<file path="src/rtl/dii_package.sv">
// Shared DII flit type used by every debug-interconnect endpoint.
package dii_package;
  typedef struct packed {
    logic        valid;
    logic        last;
    logic [15:0] data;
  } dii_flit;
endpackage

</file>
<file path="src/rtl/osd_him_peer_pkg.sv">
// State encodings and helpers for the host-side GLIP framing endpoint.
package osd_him_peer_pkg;
  localparam int LEN_W = 5;

  typedef enum logic [1:0] {TX_FILL, TX_DROP, TX_LEN, TX_DATA} tx_state_e;
  typedef enum logic       {RX_LEN, RX_DATA} rx_state_e;

  // GLIP words travel byte-swapped relative to DII flits.
  function automatic logic [15:0] swap16(input logic [15:0] d);
    return {d[7:0], d[15:8]};
  endfunction
endpackage

</file>
<file path="src/rtl/glip_channel.sv">
// 16-bit valid/ready stream toward or from the host interface module.
interface glip_channel;
  logic [15:0] data;
  logic        valid;
  logic        ready;

  modport master (output data, output valid, input ready);
  modport slave  (input data, input valid, output ready);
endinterface

</file>
<file path="src/rtl/osd_him_peer.sv">
// Host-side GLIP endpoint: TX buffers a DII packet then emits length word + flits;
// RX strips the length word and passes flits straight through with zero latency.
module osd_him_peer
  import dii_package::*;
  import osd_him_peer_pkg::*;
#(
  parameter int MAX_LEN = 16
) (
  input  logic        clk,
  input  logic        rst,
  glip_channel.master glip_out,
  glip_channel.slave  glip_in,
  input  dii_flit     dii_in,
  output logic        dii_in_ready,
  output dii_flit     dii_out,
  input  logic        dii_out_ready,
  output logic        err_len0,
  output logic        err_overflow
);

  localparam int AW = (MAX_LEN > 1) ? $clog2(MAX_LEN) : 1;
  localparam logic [LEN_W-1:0] LAST_IDX = LEN_W'(MAX_LEN - 1);

  tx_state_e        r_tx_state, w_tx_next;
  logic [LEN_W-1:0] r_cnt, r_rd, r_len;
  logic [15:0]      r_buf [MAX_LEN];

  always_ff @(posedge clk) begin
    if (rst) r_tx_state <= TX_FILL;
    else     r_tx_state <= w_tx_next;
  end

  always_comb begin
    w_tx_next = r_tx_state;
    case (r_tx_state)
      TX_FILL: begin
        if (dii_in.valid) begin
          if (dii_in.last)            w_tx_next = TX_LEN;
          else if (r_cnt == LAST_IDX) w_tx_next = TX_DROP;
        end
      end
      TX_DROP: if (dii_in.valid && dii_in.last) w_tx_next = TX_FILL;
      TX_LEN:  if (glip_out.ready) w_tx_next = TX_DATA;
      TX_DATA: if (glip_out.ready && (r_rd == r_len - 5'd1)) w_tx_next = TX_FILL;
      default: w_tx_next = TX_FILL;
    endcase
  end

  always_comb begin
    dii_in_ready  = 1'b0;
    glip_out.valid = 1'b0;
    glip_out.data  = '0;
    err_overflow   = 1'b0;
    case (r_tx_state)
      TX_FILL: begin
        dii_in_ready = 1'b1;
        err_overflow = dii_in.valid && !dii_in.last && (r_cnt == LAST_IDX);
      end
      TX_DROP: dii_in_ready = 1'b1;
      TX_LEN: begin
        glip_out.valid = 1'b1;
        glip_out.data  = swap16({{(16-LEN_W){1'b0}}, r_len});
      end
      TX_DATA: begin
        glip_out.valid = 1'b1;
        glip_out.data  = swap16(r_buf[r_rd[AW-1:0]]);
      end
      default: dii_in_ready = 1'b0;
    endcase
  end

  always_ff @(posedge clk) begin
    if (rst) begin
      r_cnt <= '0;
      r_rd  <= '0;
      r_len <= '0;
    end else begin
      case (r_tx_state)
        TX_FILL: begin
          if (dii_in.valid) begin
            if (dii_in.last) begin
              r_len <= r_cnt + 5'd1;
              r_cnt <= '0;
            end else if (r_cnt == LAST_IDX) begin
              r_cnt <= '0;
            end else begin
              r_cnt <= r_cnt + 5'd1;
            end
          end
        end
        TX_LEN:  if (glip_out.ready) r_rd <= '0;
        TX_DATA: if (glip_out.ready) r_rd <= r_rd + 5'd1;
        default: r_rd <= r_rd;
      endcase
    end
  end

  // Payload storage is never reset; stale contents are unreachable after reset.
  always_ff @(posedge clk) begin
    if (r_tx_state == TX_FILL && dii_in.valid) r_buf[r_cnt[AW-1:0]] <= dii_in.data;
  end

  rx_state_e        r_rx_state, w_rx_next;
  logic [LEN_W-1:0] r_rem;
  logic [15:0]      w_rx_swap;
  logic [LEN_W-1:0] w_rx_len;

  assign w_rx_swap = swap16(glip_in.data);
  assign w_rx_len  = w_rx_swap[LEN_W-1:0];

  always_ff @(posedge clk) begin
    if (rst) r_rx_state <= RX_LEN;
    else     r_rx_state <= w_rx_next;
  end

  always_comb begin
    w_rx_next = r_rx_state;
    case (r_rx_state)
      RX_LEN:  if (glip_in.valid && (w_rx_len != '0)) w_rx_next = RX_DATA;
      RX_DATA: if (glip_in.valid && dii_out_ready && (r_rem == '0)) w_rx_next = RX_LEN;
      default: w_rx_next = RX_LEN;
    endcase
  end

  always_comb begin
    glip_in.ready = 1'b1;
    dii_out       = '0;
    err_len0      = 1'b0;
    case (r_rx_state)
      RX_LEN: err_len0 = glip_in.valid && (w_rx_len == '0);
      RX_DATA: begin
        glip_in.ready = dii_out_ready;
        dii_out.valid = glip_in.valid;
        dii_out.last  = (r_rem == '0);
        dii_out.data  = w_rx_swap;
      end
      default: glip_in.ready = 1'b1;
    endcase
  end

  always_ff @(posedge clk) begin
    if (rst) begin
      r_rem <= '0;
    end else if (r_rx_state == RX_LEN) begin
      if (glip_in.valid && (w_rx_len != '0)) r_rem <= w_rx_len - 5'd1;
    end else if (glip_in.valid && dii_out_ready) begin
      r_rem <= r_rem - 5'd1;
    end
  end

endmodule

</file>
<file path="src/flat_wrapper.sv">
// flat-port wrapper written by rule: the top's interface ports become plain ports
module osd_him_peer_flat import dii_package::*; import osd_him_peer_pkg::*;
#(
  parameter int MAX_LEN = 16
)
  (clk, rst, dii_in, dii_in_ready, dii_out, dii_out_ready, err_len0, err_overflow, glip_out_data, glip_out_valid, glip_out_ready, glip_in_data, glip_in_valid, glip_in_ready);
  glip_channel glip_out_i ();
  glip_channel glip_in_i ();
  input  logic clk;
  input  logic rst;
  input  dii_flit dii_in;
  output logic dii_in_ready;
  output dii_flit dii_out;
  input  logic dii_out_ready;
  output logic err_len0;
  output logic err_overflow;
  output wire logic [$bits(glip_out_i.data)-1:0] glip_out_data;
  output wire logic [$bits(glip_out_i.valid)-1:0] glip_out_valid;
  input wire logic [$bits(glip_out_i.ready)-1:0] glip_out_ready;
  input wire logic [$bits(glip_in_i.data)-1:0] glip_in_data;
  input wire logic [$bits(glip_in_i.valid)-1:0] glip_in_valid;
  output wire logic [$bits(glip_in_i.ready)-1:0] glip_in_ready;
  assign glip_out_data = glip_out_i.data;
  assign glip_out_valid = glip_out_i.valid;
  assign glip_out_i.ready = glip_out_ready;
  assign glip_in_i.data = glip_in_data;
  assign glip_in_i.valid = glip_in_valid;
  assign glip_in_ready = glip_in_i.ready;
  osd_him_peer #(.MAX_LEN(MAX_LEN)) u_core (.clk(clk), .rst(rst), .glip_out(glip_out_i), .glip_in(glip_in_i), .dii_in(dii_in), .dii_in_ready(dii_in_ready), .dii_out(dii_out), .dii_out_ready(dii_out_ready), .err_len0(err_len0), .err_overflow(err_overflow));
endmodule
</file>
<file path="config.mk">
export PLATFORM = sky130hd
export DESIGN_NAME = osd_him_peer_flat
export DESIGN_NICKNAME = d
export VERILOG_FILES = /design/src/rtl/dii_package.sv /design/src/rtl/osd_him_peer_pkg.sv /design/src/rtl/glip_channel.sv /design/src/rtl/osd_him_peer.sv /design/src/flat_wrapper.sv
export SDC_FILE = /design/constraint.sdc
export NUM_CORES = 1
export LEC_CHECK = 0
export BUFFER_PORTS_ARGS = -buffer_cell sky130_fd_sc_hd__buf_2
export CAP_MARGIN = 10
export CORE_UTILIZATION = 54
export DETAILED_ROUTE_END_ITERATION = 16
export PLACE_DENSITY = 0.84
export SLEW_MARGIN = 10
export SYNTH_ARGS = -nofsm -noshare
export SYNTH_HDL_FRONTEND = slang
export SYNTH_SLANG_ARGS = --single-unit
</file>
<file path="constraint.sdc">
create_clock -name clk -period 1.9 [get_ports clk]
set_input_delay 0.475 -clock clk [delete_from_list [all_inputs] [get_ports clk]]
set_output_delay 0.475 -clock clk [all_outputs]
set_load 0.05 [all_outputs]
</file>
; ---- Word-level counts from Yosys, hierarchy flattened
; Memories as Yosys holds them, arrays and structs flattened. A register that Yosys moved wholly into a read port is not among the register bits.
; Cells that the tools add are included.
[classes]
addsub = 5
n_eq_ne = 12
mux = 29
bitwise = 1
reduce_logical = 23
[ops]
columns = operator, count
row1 = two-way mux 5 bit, 7
row2 = case mux 16 bit (2 select lines), 1
row3 = two-way mux 18 bit, 1
row4 = subtractor 5 x 1 -> 5 bit (second input constant), 3
row5 = two-way mux 2 bit, 6
row6 = adder 5 x 1 -> 5 bit (second input constant), 2
row7 = zero test 5 bit, 2
row8 = case mux 5 bit (2 select lines), 1
row9 = logical AND 1 bit, 9
row10 = two-way mux 1 bit, 9
row11 = two-way mux 4 bit, 2
row12 = != test 2 bit (second input constant), 4
row13 = case mux 2 bit (4 select lines), 1
row14 = AND reduction 3 bit, 2
row15 = equality test 5 x 4 -> 1 bit (second input constant), 1
row16 = equality test 5 bit, 1
row17 = AND reduction 5 bit, 1
row18 = nonzero test 5 bit, 1
row19 = equality test 2 bit (second input constant), 2
row20 = != test 2 x 1 -> 1 bit (second input constant), 2
row21 = AND reduction 2 bit, 2
row22 = nonzero test 2 bit, 2
row23 = OR reduction 2 bit, 2
row24 = != test 3 x 2 -> 1 bit (second input constant), 1
row25 = other kinds (5), 5
[word_totals]
ff_bits = 23
ram_bits = 256
input_bits = 39
output_inout_bits = 39
word_cells = 77
memories = 1
[memory_table]
columns = name, words, word_bits, rd, rd_ports_with_merged_regs, wr, line
row1 = u_core.r_buf, 16, 16, 1, 1, 1, osd_him_peer.sv:26  ; logic [15:0] r_buf [MAX_LEN];

; ---- Longest topological paths before layout
; Gate-level depths: netlist (run 1).
[logic_depth]
word_depth = 5
depth_mapped = 9
ltp_nobuf = 9

; ---- Least setup slack after synthesis (run 1)
; Ideal clock, no wire load.
[synth_path]
path_type = reg2out
start = register with a tool-made name
end = output port glip_out_data[4]
arrival_time_ns = 2.209
required_time_ns = 1.425
path_slack_ns = -0.784
path_stages_with_launch = 6
n_path_buf = 2
cell_sequence = dfxtp_1 clkbuf_1 buf_1 mux4_2 mux2i_1 o21ai_0
[synth_lines]
columns = element, line
row1 = to (decl), flat_wrapper.sv:17  ; output wire logic [$bits(glip_out_i.data)-1:0] glip_out_data;

==> impl_results.md, run 1 <==
- Largest net degree at the start of global routing: 23
- Initial antenna violation count: 0
- Site Rows: 53
- CP most frequent cell: buf_8
- Asr flop ratio synth: 0%
- CTS Root Cell: clkbuf_16
- Skew-Pair Late Insertion Delay: about 0.54 ns
- Clk sink count: 283
- Area share of the largest cell type after synthesis: 66.22%
- Peak VDD IR: 0.7101 mV
- CTS H-Tree Depth: 1
- DP Cell Count: 1082
- I/O Pins: 78
- Post-route antenna net violation count: 0
- Synthesized flop and latch total: 283
- Critical path type: flip-flop to primary output
- Pre-CTS setup slack: -0.4196 ns
- Final Cycle Share: 146.7%
- Fin. max-slew vios: 0
- RSZ-0062 raised after global routing: true
- Core area: 21020 sq um
- Fmax: ~360 MHz
- Synth warn: 0
- Type of the worst min-delay path: primary input to flip-flop
- Synth top area cells: edfxtp_1 (66%), mux4_2 (8.7%), dfxtp_1 (4.7%)
- PwrDens: 894.0 nW/um^2
- Cell family contributing the most delay on the critical path: buffers and inverters
- Number of port buffers: 77
- GR Overflow Total: 0
- Crit path DAT: 2.31 ns
- Power Internal: 10770 uW
- Netlist cell types: 57
- Fillers: 1102
- Final cell count without fillers: 1169
- Outcome: finished, violations left
- Layout cells sized above 1: 45.97%
- Wl on met1: 12090 um
- Total GRT Usage: 29.25%
- Slew Limit Headroom: 65.23%
- Fin worst setup slack: -0.8873 ns
- Switching share of power: 21.92%
- Via Count: 7495
- GP Congestion: a little over 0.9
- Max-cap viol count: 0
- Cell Area, Synth: around 12000 sq um
- Leading area contributor after synthesis: edfxtp_1
- Crit path cell chain: buf_12, buf_8, buf_4, mux2i_1, a221oi_2, o21ai_1, nand2_2, buf_8
- # hold bufs at CTS: 0
- CTS clock-pin slew for the worst setup and hold paths: 0.07 ns
- Worst Tran Pin Value: 0.5193 ns
- Synth-to-Final Area Change: 32.97%
- Combinational Power Share: about 7.6%
- ANT cells: 0
- WP data required: 1.42 ns
- Routed WL per cell: 28.47 um
- Psw: 3025 uW
- Cell leakage power: 0.005231 uW
- Num CTS Buffers: 28
- Clock skew: between 0.01 and 0.015 ns
- Mapped Nets: between 700 and 800
- CP max stage cell: dfxtp_4
- Clk network pwr share: about 42%
- CP max stage delay: 0.36 ns
- Post-synth EDFFs: 256
- Predominant post-synthesis flop cell: edfxtp_1
- Startpoint Class: flip-flop
- Sequential fraction of the synthesis area: roughly 71%
- Die area: ~22000 sq um
- Net count, final: 920
- Critical Path Sink Type: primary output
- Worst-path maximum fanout: 5
- Mapped Cells: 685
- Reg2reg start: u_core.r_tx_state[1]$_SDFFE_PP0P_
- Met3 wire length: roughly 2400 um
- First-pass GRT wire length: 46750 um
- Final core utilization: 73.43%
- Drt first pass iters: 5
- Vias in the first global route: around 7700
- Detailed Route Iter0 Violations: 656
- Buffers and inverters on the worst path: 4
- Post-layout minimum cycle time: 2.787 ns
- DR vias/cell: 6.411
- Die X: 148.6 um
- Failing checks: setup timing
- Starting density of the core: 55.22%
- Final setup viols: 71
- Clock Tree Buf Depth: 3
- Top sig layer: met4
- Count of final hold-check violations: 0
- Routed WL: 33280 um
- Syn_area_per_cell: approximately 17 sq um
- Hold_sp: dii_in[13]
- Die height: 148.6 um
- Residual DRC: 0
- Register share of total power: 50.1%
- WL met2: 17270 um
- DP HPWL: 17230 um
- Clock tree from TritonCTS: yes
[cells by family (layout without fill, tap and decap cells)]
family                     Yosys count  in the layout  synth area share, %
muxes                              103            103                13.79
buffers and inverters               50            259                2.123
and+or+nand+nor                    133            133                5.896
DFF                                283            283                70.88
adders and majority gates            9              9               0.9701
xor gates and xnor gates            10             10               0.7544
AOI/OAI and AO/OA                   97             97                5.594
[sequential cells by signal, indices dropped and copies added (netlist names), named ones only]
| name | count |
|---|---|
| u_core.r_rem | 5 |
| u_core.r_rx_state | 1 |
| u_core.r_cnt | 5 |
| u_core.r_buf | 256 |
| u_core.r_len | 5 |
| u_core.r_tx_state | 2 |
| u_core.r_rd | 5 |
[timing repair]
| action | in CTS | in global routing |
|---|---|---|
| cloned | 3 | 2 |
| setup endpoints to repair | 37 | 220 |
| pin swaps | 22 | 21 |
| setup buffers | 20 | 12 |
| resized for setup | 121 | 77 |
[stage by stage]
step / TNS, ns / cell area [sq um] / hold slack [ns] / total power [uW]
final: -14.34 / 15440 / 0.3060 / 13800
after global placement: -5.418 / 13390 / 0.4665 / 7803
after detailed placement: -6.285 / 13390 / 0.4697 / 7845
after floorplan: -1.405 / 12040 / 0.4436 / 7537
after global routing: -16.34 / 15440 / 0.3036 / 14120
after CTS: -13.59 / 15040 / 0.2729 / 13650
[cell type report]
cell class / instances / area (sq um) / area share (%)
Tap cell: 275 / 344.1 / 2.229
Clock buffer: 35 / 748.2 / 4.847
Sequential cell: 283 / 8245 / 53.42
Inverter: 13 / 66.31 / 0.4296
Multi-Input combinational cell: 352 / 3760 / 24.36
Clock inverter: 17 / 217.7 / 1.410
Timing Repair Buffer: 194 / 2054 / 13.31
[power groups by stage]
stage	Clock [uW]	Sequential [uW]	Combinational, uW
after floorplan	0	7020	513
after global placement	0	7030	771
after detailed placement	0	7040	805
after CTS	5820	6910	921
after global routing	6110	6920	1090
final	5830	6920	1050
[synthesized netlist by cell type, drive strengths merged, types with 3 or more instances]
cell and instances:
inv 12, nand3 22, buf 19, mux4 45, nand2 24, dfxtp 27
nor2 26, nor4 3, and3 8, a211oi 5, nor3 10, clkbuf 17
a22oi 8, o21a 5, ha 9, xor2 6, o22ai 6, o21ai 23
xnor2 4, a21oi 29, mux2i 53, a221oi 6, edfxtp 256, mux2 5
and2 28
[layout by cell type, fill, tap and decap left out, types with 8 or more instances in the layout]
cell type and n:
mux4_2 45, nand3_1 15, and2_2 8, clkbuf_16 31, inv_1 8, buf_4 73, mux2i_4 11, nand2_1 17
a21oi_1 22, buf_8 18, buf_6 32, buf_12 29, edfxtp_1 256, nor2_1 23, buf_2 38, mux2i_1 35
and2_4 16, dfxtp_1 19
[final timing paths]
path	end	slack (ns)	cells after the start
worst max-delay path	glip_out_data[8]	-0.89	8
worst min-delay path	u_core.r_buf[0][13]$_DFFE_PP_	0.31	1
worst max register to register	u_core.r_buf[13][12]$_DFFE_PP_	-0.03	8
worst min register to register	u_core.r_rd[1]$_SDFFE_PP0P_	0.57	2
[worst reg2reg max path: cells and delay by family (launching register included)]
family	cells	cell delay [ns]
flip-flops	1	0.37
buffers and inverters	5	0.60
AND/OR/NAND/NOR	3	0.66
[per-layer routing]
layer	GRT usage, %	vias up
li1	-	3094
met1	35.97	3829
met2	51.80	460
met3	4.233	112
met4	12.06	0
met5	0	-
(Power assumes the default switching activity.)
==> inputs of run 2 (changes only) <==
--- a/config.mk
+++ b/config.mk
@@ -7,9 +7,11 @@
 export LEC_CHECK = 0
 export BUFFER_PORTS_ARGS = -buffer_cell sky130_fd_sc_hd__buf_2
 export CAP_MARGIN = 10
-export CORE_UTILIZATION = 54
+export CORE_ASPECT_RATIO = 1.4
+export CORE_UTILIZATION = 56
+export CTS_BUF_LIST = sky130_fd_sc_hd__clkbuf_4
 export DETAILED_ROUTE_END_ITERATION = 16
-export PLACE_DENSITY = 0.84
+export PLACE_DENSITY = 0.87
 export SLEW_MARGIN = 10
 export SYNTH_ARGS = -nofsm -noshare
 export SYNTH_HDL_FRONTEND = slang
==> run 2 against run 1 <==
Against the previous run: via count increased by 1.4%; die area decreased by 3.5%; final area shrank 1.5%; maximum frequency is 3.5% lower; setup slack worse by 0.10 ns; global-route usage grew 1.1 points; the flow still finishes with violations (setup timing); first-iteration DRC count increased by 21%; final cell count increased by 1.2%; sequential cell count unchanged.
==> impl_results.md, run 2 (synthesis gave the netlist of run 1 again) <==
- Worst-path maximum fanout: 11
- Critical Path Sink Type: primary output
- Largest net degree at the start of global routing: 31
- Initial antenna violation count: 1
- Hold depth: 1
- Drt first pass iters: 5
- R2r setup slk: 0.09 ns
- CTS Root Cell: clkbuf_4
- Clock tree from TritonCTS: yes
- Max reg flops: 256
- Detailed Route Iter0 Violations: around 800
- Failing checks: setup timing
- Crit path DAT: 2.41 ns
- Slew Limit Headroom: between 60% and 70%
- Vias in the first global route: 7827
- RSZ-0062 raised after global routing: true
- Core area: 20070 sq um
- I/O Pins: 78
- Type of the worst min-delay path: primary input to flip-flop
- Fin. max-slew vios: 0
- CTS H-Tree Depth: 2
- Residual DRC: 0
- Post-layout minimum cycle time: between 2 and 3 ns
- Final Cycle Share: 152.1%
- Max-cap viol count: 0
- Starting density of the core: 57.83%
- Path depth of the worst reg2reg path: 10
- # hold bufs at CTS: 0
- First-pass GRT wire length: 45640 um
- Pre-CTS setup slack: -0.4532 ns
- Outcome: finished, violations left
- Fillers: 1023
- Sequential cell area: between 8000 and 9000 sq um
- Site Rows: 61
- Clock skew: 0.06407 ns
- Worst Tran Pin Value: 0.4498 ns
- Crit path cell chain: buf_12, mux4_2, nand2_1, a21oi_1, a21oi_2, nand2_4, buf_6
- Peak VDD IR: ~0.43 mV
- Die X: 123.7 um
- Final setup viols: 36
- DR vias/cell: 6.423
- Clock Tree Buf Depth: 3
- Synth-to-Final Area Change: 30.97%
- PwrDens: approximately 820 nW/um^2
- Total GRT Usage: 30.34%
- Combined area of the multi-input logic cells: 3861 sq um
- Count of final hold-check violations: 0
- CP max stage delay: approximately 0.52 ns
- Cell leakage power: between 0.005 and 0.006 uW
- Layout cells sized above 1: approximately half
- Number of port buffers: 77
- Post-route antenna net violation count: 0
- Net count, final: 930
- Setup_tns: -17.63 ns
- Fin worst setup slack: -0.9897 ns
- Hold_sp: dii_in[1]
- Buffers and inverters on the worst path: 2
- Cell family contributing the most delay on the critical path: multiplexers
- Die area: 21320 sq um
- Via Count: 7599
- Reg2reg start: u_core.r_cnt[0]$_SDFFE_PP0P_
- Routed WL per cell: 27.11 um
- GR Overflow Total: 0
- WP data required: approximately 1.4 ns
- DP HPWL: 16510 um
- CTS clock-pin slew for the worst setup and hold paths: 0.09 ns
- GP Congestion: a little over 0.8
- CP max stage cell: mux4_2
- Crit. path cell count: 7
- Num CTS Buffers: between 50 and 60
- Skew-Pair Late Insertion Delay: 0.70 ns
- Fmax: 346.1 MHz
- Die height: 172.4 um
- Most common cell after layout, fill and taps aside: edfxtp_1
- Critical path type: flip-flop to primary output
- Routed WL: around 32000 um
- Clk sink count: 283
- Startpoint Class: flip-flop
- Commonest cells after routing, fill and taps aside: edfxtp_1 (256), clkbuf_4 (83), buf_4 (53), mux4_2 (45), buf_2 (37)
run 2: final timing paths:
check | endpoint
min reg2reg | u_core.r_rem[1]$_SDFFE_PP0P_
max reg2reg | u_core.r_tx_state[0]$_SDFFE_PP0P_
max | glip_out_data[12]
min | u_core.r_buf[1][1]$_DFFE_PP_
run 2: timing repair:
| action | CTS | global route |
|---|---|---|
| endpoints found under the hold margin | 0 | 0 |
| gates cloned | 5 | 0 |
| gates resized for setup | 168 | 63 |
| endpoints found under the setup margin | 51 | 165 |
| pin swaps | 11 | 23 |
| buffers inserted | 13 | 9 |
run 2: stage by stage:
step                instance area [sq um]  power (uW)  hold WS [ns]  instances  utilization, %
global route                        15200       12830        0.1280       1183           75.74
finish                              15200       12450        0.1515       1183           75.74
detailed placement                  13260        7827        0.4880       1049           66.05
global placement                    13260        7779        0.4575       1049           66.05
CTS                                 14870       12260        0.1261       1174           74.06
floorplan                           12040        7537        0.4436        685               -
run 2: cell type report:
type	instances	share of cell area, %
flip-flops and latches	283	54.28
multi-input cells	352	25.40
repair buffers	175	12.87
clock buffers	83	4.098
well taps	252	2.074
clock inverters	24	0.8230
inverters	13	0.4362
diodes	1	0.01646
run 2: layer usage:
layer | share of wire [%] | vias to the layer above | GRT usage, %
met2 | 53 | 570 | 53.07
met4 | 5.3 | 0 | 16.08
met3 | 9.1 | 126 | 6.102
li1 | - | 3156 | -
met5 | 0 | - | 0
met1 | 32 | 3747 | 34.72
run 2: report_power, final:
group / switching, uW / internal, uW
Clock: 2340 / 2160
Combinational: 583 / 451
Sequential: 66.7 / 6850
